==> src/rtl/axi_wr_tlp_packer.sv <==
// AXI4 write burst to PCIe memory-write TLP packetizer.
// Header from AW + config registers, payload passed straight from W.
module axi_wr_tlp_packer #(
  parameter int DATA_W    = 128,
  parameter int ADDR_W    = 32,
  parameter int ID_W      = 4,
  parameter int MAX_BEATS = 8,
  parameter int BQ_DEPTH  = 4
) (
  input  logic                clk,
  input  logic                rst_n,
  input  logic                awvalid,
  output logic                awready,
  input  logic [ID_W-1:0]     awid,
  input  logic [ADDR_W-1:0]   awaddr,
  input  logic [7:0]          awlen,
  input  logic [2:0]          awsize,
  input  logic [1:0]          awburst,
  input  logic                wvalid,
  output logic                wready,
  input  logic [DATA_W-1:0]   wdata,
  input  logic [DATA_W/8-1:0] wstrb,
  input  logic                wlast,
  output logic                bvalid,
  input  logic                bready,
  output logic [ID_W-1:0]     bid,
  output logic [1:0]          bresp,
  input  logic [2:0]          cfg_fmt,
  input  logic [4:0]          cfg_type,
  input  logic [2:0]          cfg_tc,
  input  logic [15:0]         cfg_req_id,
  input  logic [15:0]         cfg_cpl_id,
  output logic                tlp_valid,
  input  logic                tlp_ready,
  output logic                tlp_sop,
  output logic                tlp_eop,
  output logic [2:0]          tlp_fmt,
  output logic [4:0]          tlp_type,
  output logic [2:0]          tlp_tc,
  output logic [9:0]          tlp_length,
  output logic [15:0]         tlp_req_id,
  output logic [15:0]         tlp_cpl_id,
  output logic [ADDR_W-1:0]   tlp_addr,
  output logic [DATA_W-1:0]   tlp_data
);

  localparam int STRB_W = DATA_W / 8;
  localparam int WPB    = DATA_W / 32;
  localparam int PW     = $clog2(BQ_DEPTH);
  localparam logic [2:0] SIZE = 3'($clog2(STRB_W));

  typedef enum logic [1:0] {
    IDLE,
    DATA,
    DRAIN,
    RESP
  } state_t;

  state_t state, state_nx;

  logic [7:0]      len_q;
  logic [7:0]      cnt;
  logic            err;
  logic [ID_W-1:0] id_q;
  logic            aw_hs;
  logic            w_hs;
  logic            bad_req;
  logic            last_cnt;
  logic [9:0]      len_dw;
  logic            push;
  logic            pop;
  logic            bq_full;
  logic            bq_empty;

  logic [ID_W+1:0] bq_mem [BQ_DEPTH];
  logic [PW-1:0]   wp;
  logic [PW-1:0]   rp;
  logic [PW:0]     bq_cnt;

  assign aw_hs    = awvalid && awready;
  assign w_hs     = wvalid && wready;
  assign last_cnt = (cnt == len_q);
  assign len_dw   = (10'(awlen) + 10'd1) * 10'(WPB);
  assign bad_req  = ((9'(awlen) + 9'd1) > 9'(MAX_BEATS))
                 || (awburst != 2'b01)
                 || (awsize != SIZE);

  always_ff @(posedge clk or posedge rst_n) begin
    if (rst_n) state <= IDLE;
    else       state <= state_nx;
  end

  always_comb begin
    state_nx = state;
    unique case (state)
      IDLE: begin
        if (aw_hs) state_nx = bad_req ? DRAIN : DATA;
      end
      DATA: begin
        if (w_hs) begin
          if (wlast)         state_nx = RESP;
          else if (last_cnt) state_nx = DRAIN;
        end
      end
      DRAIN: begin
        if (w_hs && wlast) state_nx = RESP;
      end
      RESP:    state_nx = IDLE;
      default: state_nx = IDLE;
    endcase
  end

  // awready is held low while reset is asserted
  always_comb begin
    awready   = 1'b0;
    wready    = 1'b0;
    tlp_valid = 1'b0;
    tlp_sop   = 1'b0;
    tlp_eop   = 1'b0;
    push      = 1'b0;
    unique case (state)
      IDLE: awready = !bq_full && !rst_n;
      DATA: begin
        wready    = tlp_ready;
        tlp_valid = wvalid;
        tlp_sop   = (cnt == 8'd0);
        tlp_eop   = wlast || last_cnt;
      end
      DRAIN:   wready = 1'b1;
      RESP:    push   = 1'b1;
      default: ;
    endcase
  end

  assign tlp_data = wdata;

  always_ff @(posedge clk or posedge rst_n) begin
    if (rst_n) begin
      tlp_fmt    <= '0;
      tlp_type   <= '0;
      tlp_tc     <= '0;
      tlp_length <= '0;
      tlp_req_id <= '0;
      tlp_cpl_id <= '0;
      tlp_addr   <= '0;
      id_q       <= '0;
      len_q      <= '0;
      cnt        <= '0;
      err        <= 1'b0;
    end else if (aw_hs) begin
      tlp_fmt    <= cfg_fmt;
      tlp_type   <= cfg_type;
      tlp_tc     <= cfg_tc;
      tlp_length <= len_dw;
      tlp_req_id <= cfg_req_id;
      tlp_cpl_id <= cfg_cpl_id;
      tlp_addr   <= awaddr;
      id_q       <= awid;
      len_q      <= awlen;
      cnt        <= '0;
      err        <= bad_req;
    end else if (state == DATA && w_hs) begin
      cnt <= cnt + 8'd1;
      // partial strobe, early wlast or missing wlast
      if (wstrb != '1 || (wlast != last_cnt)) err <= 1'b1;
    end
  end

  assign bq_full  = (bq_cnt == (PW+1)'(BQ_DEPTH));
  assign bq_empty = (bq_cnt == '0);
  assign bvalid   = !bq_empty;
  assign pop      = bvalid && bready;
  assign bid      = bq_empty ? '0 : bq_mem[rp][ID_W+1:2];
  assign bresp    = bq_empty ? '0 : bq_mem[rp][1:0];

  always_ff @(posedge clk) begin
    if (push) bq_mem[wp] <= {id_q, err ? 2'b10 : 2'b00};
  end

  always_ff @(posedge clk or posedge rst_n) begin
    if (rst_n) begin
      wp     <= '0;
      rp     <= '0;
      bq_cnt <= '0;
    end else begin
      if (push) wp <= wp + PW'(1);
      if (pop)  rp <= rp + PW'(1);
      unique case ({push, pop})
        2'b10:   bq_cnt <= bq_cnt + (PW+1)'(1);
        2'b01:   bq_cnt <= bq_cnt - (PW+1)'(1);
        default: bq_cnt <= bq_cnt;
      endcase
    end
  end

endmodule

==> config.mk <==
export PLATFORM = sky130hd
export DESIGN_NAME = axi_wr_tlp_packer
export DESIGN_NICKNAME = d
export VERILOG_FILES = /design/src/rtl/axi_wr_tlp_packer.sv
export SDC_FILE = /design/constraint.sdc
export NUM_CORES = 1
export LEC_CHECK = 0
export ABC_AREA = 1
export CORE_AREA = 8 8 174 176
export DETAILED_ROUTE_END_ITERATION = 12
export DIE_AREA = 0 0 182 184
export PLACE_DENSITY = 0.58
export SETUP_SLACK_MARGIN = 0.02
export SYNTH_ARGS = -nofsm -noshare
export SYNTH_HDL_FRONTEND = slang
export SYNTH_SLANG_ARGS = --single-unit
==> constraint.sdc <==
create_clock -name clk -period 11.9 [get_ports clk]
set_clock_uncertainty 0.05 [all_clocks]
set_input_delay 2.38 -clock clk [delete_from_list [all_inputs] [get_ports clk]]
set_output_delay 2.38 -clock clk [all_outputs]
set_load 0.005 [all_outputs]
==> qor.txt <==
status -> complete, no violations
CP required -> 9.47 ns
DIE AREA -> 33500 sq um
gr usage total -> 13.1%
H-tree Lvls -> 4
Worst Hold Endpoint -> tlp_addr[17]$_DFFE_PP0N_
crit start category -> input port
CP Max Fanout -> 20
cts hold-fix bufs -> 0
FF-to-FF path depth -> 9
CP Capture Type -> output pin
core area -> 27500 sq um
vias in the first global route -> 5346
initial antenna violation count -> 5
share of layout cells above drive strength 1 -> 5.10%
Hold Path Class -> flip-flop to flip-flop
EDFF count, synth -> 20
# setup viols final -> 0
worst rel slew slack -> 41.2%
RSZ-0062 raised after global routing -> false
f_max -> 160 MHz
postcts setup bufs -> 0
CP arrival -> 3.83 ns
register-to-register setup slack -> 8.91 ns
most frequent cell after synthesis -> nand2_1
Crit path top cell by count -> clkdlybuf4s50_1
Final min period -> 6.26 ns
post-DR wirelength/cell -> 18.2 um
setup TNS -> 0 ns
CTS buffer count -> 17
register area share after synthesis -> 50.4%
Final GP Congestion -> 0.744
PwrDens -> 233 nW/um^2
most frequent cells after synthesis -> nand2_1, buf_4, dfrtp_1
synthesized area -> 6810 sq um
endpoints failing hold -> 0
reg2reg end -> tlp_req_id[0]$_DFFE_PP0N_
ant diodes -> 0
Crit Path Class -> input port to output pin
Synth warnings -> 0
Max Root-Sink Buffers -> 2
row cnt -> 61
CP cell instances -> clkdlybuf4s50_1 -> inv_4 -> nand3_1 -> inv_2 -> clkdlybuf4s50_1
max-cap violations -> 0
largest net degree at the start of global routing -> 62
Port Buffer Count -> 208
post-CTS sizing -> 0
First-pass DRT Iterations -> 4
vias per inst -> 4.17
io pins -> 468
CTS tree -> built
Die W -> 182 um
DRC -> 0
Layout area overhead -> 29.3%
origin of the critical flop-to-flop path -> state[0]$_DFFE_PP0P_
clock sinks -> 133
remaining antenna violation count after routing -> 0
Iteration-0 DRC Markers -> 170
hold path cells -> 2
ys async rst share -> 85.0%
Syn Area/Cell -> 8.57 sq um
worst hold start -> tlp_addr[17]$_DFFE_PP0N_
slowest CP cell -> clkdlybuf4s50_1
final WL -> 22.3 mm
clk root buf -> clkbuf_16
top-area cell type share of the netlist area -> 41.6%
Slew @ Worst Pin -> 0.875 ns
CP max stage delay -> 0.52 ns
grt ovf -> 0
Cell variety after synth -> 30
Reg clk slew, reported paths -> 0.06 ns
cells after synthesis -> 794
Leak -> 4.15 nW
period utilization -> 52.6%
die height -> 184 um
first-pass GRT wire length -> 33.1 mm
Area contributors post-synth -> dfrtp_1, nand2_1, buf_4
predominant post-synthesis flop cell -> dfrtp_1
Pins Over Slew Limit -> 0
DR vias -> 5125
Seq cells post-synth -> 133
clk_lat worst skew -> 0.41 ns
DP Wirelength -> 17.1 mm
total power -> 2.05 mW
peak supply drop -> 0.0798 mV
largest area contributor in the netlist -> dfrtp_1
initial core utilization -> 24.8%
nets -> 1128
## how the worst max path moves through the flow
stage / startpoint / to / cells past startpoint
6_report: rst_n / awready / 5
5_1_grt: rst_n / awready / 5
4_1_cts: rst_n / awready / 5
3_5_place_dp: rst_n / awready / 5
3_3_place_gp: rst_n / awready / 5
2_1_floorplan: rst_n / awready / 3
## worst max-delay path, delay by kind of cell
family	cells	cell delay [ns]
and+or+nand+nor	1	0.13
buffers and inverters	4	1.30
## layer usage
metal	track usage (%)	up-vias	share of wire [%]
met2	20.4	280	45
met4	7.25	10	4.4
li1	-	2477	-
met5	0.148	-	0.30
met3	8.30	67	14
met1	13.4	2291	36
## registers in the layout (all words and copies together), names as in the netlist, 3 cells and up
signal,count
bq_cnt,3
bq_mem,20
cnt,8
id_q,4
len_q,8
tlp_addr,32
tlp_cpl_id,16
tlp_fmt,3
tlp_length,8
tlp_req_id,16
tlp_tc,3
tlp_type,5
## where the power goes
| group | leakage [nW] | total, mW | internal (mW) | switching [mW] |
|---|---|---|---|---|
| Combinational | 2.28 | 0.764 | 0.419 | 0.346 |
| Clock | 0.276 | 0.520 | 0.293 | 0.227 |
| Sequential | 1.60 | 0.768 | 0.649 | 0.119 |
## per-stage QoR
step	setup slack (ns)	cell area [sq um]	util, %	hold slack [ns]	std cells
after global routing	5.55	8800	32.0	0.450	1228
after global placement	5.61	8230	29.9	0.411	1197
final	5.64	8800	32.0	0.426	1228
after detailed placement	5.60	8230	29.9	0.414	1197
after floorplan	4.32	6810	-	0.418	796
after CTS	5.61	8800	32.0	0.430	1228
## final cells by class
type,count,area [sq um]
timing repair buffer,212,2110
clock inverter,14,141
multi-input combinational,464,2100
fill,2900,18700
clock buffer,17,425
inverter,42,160
tap,346,433
sequential,133,3430
## cell usage in the layout, fill, tap and decap left out
master,synthesis,routed
a21oi_1,10,10
a31oi_1,1,1
buf_4,140,4
bufinv_16,0,1
clkbuf_16,0,17
clkdlybuf4s50_1,0,208
clkinv_4,0,2
clkinvlp_4,0,2
conb_1,1,3
dfrtp_1,113,113
edfxtp_1,20,20
fa_1,1,1
ha_1,14,14
inv_1,39,38
inv_2,3,3
inv_4,0,3
inv_6,0,5
inv_8,0,2
nand2_1,318,318
nand2_2,2,1
nand2_4,0,1
nand3_1,13,13
nand3_2,1,1
nand4_1,5,5
nor2_1,38,38
nor2_4,1,1
nor3_1,5,5
nor3_2,1,1
nor3_4,1,1
nor4_1,3,3
o211ai_1,1,1
o21a_1,2,2
o21ai_0,31,31
xnor2_1,3,3
xor2_1,10,10
## logic make-up (layout without fill, tap and decap cells)
group | Yosys count | after routing | share of synthesized area, %
other cells | 1 | 3 | 0.0551
buf+inv | 199 | 285 | 19.0
flops | 133 | 133 | 50.4
compound gates | 45 | 45 | 3.44
fa+ha+maj | 15 | 15 | 2.87
simple gates | 388 | 388 | 22.6
xor+xnor | 13 | 13 | 1.67
No activity file was read; power rests on OpenSTA's default activity.
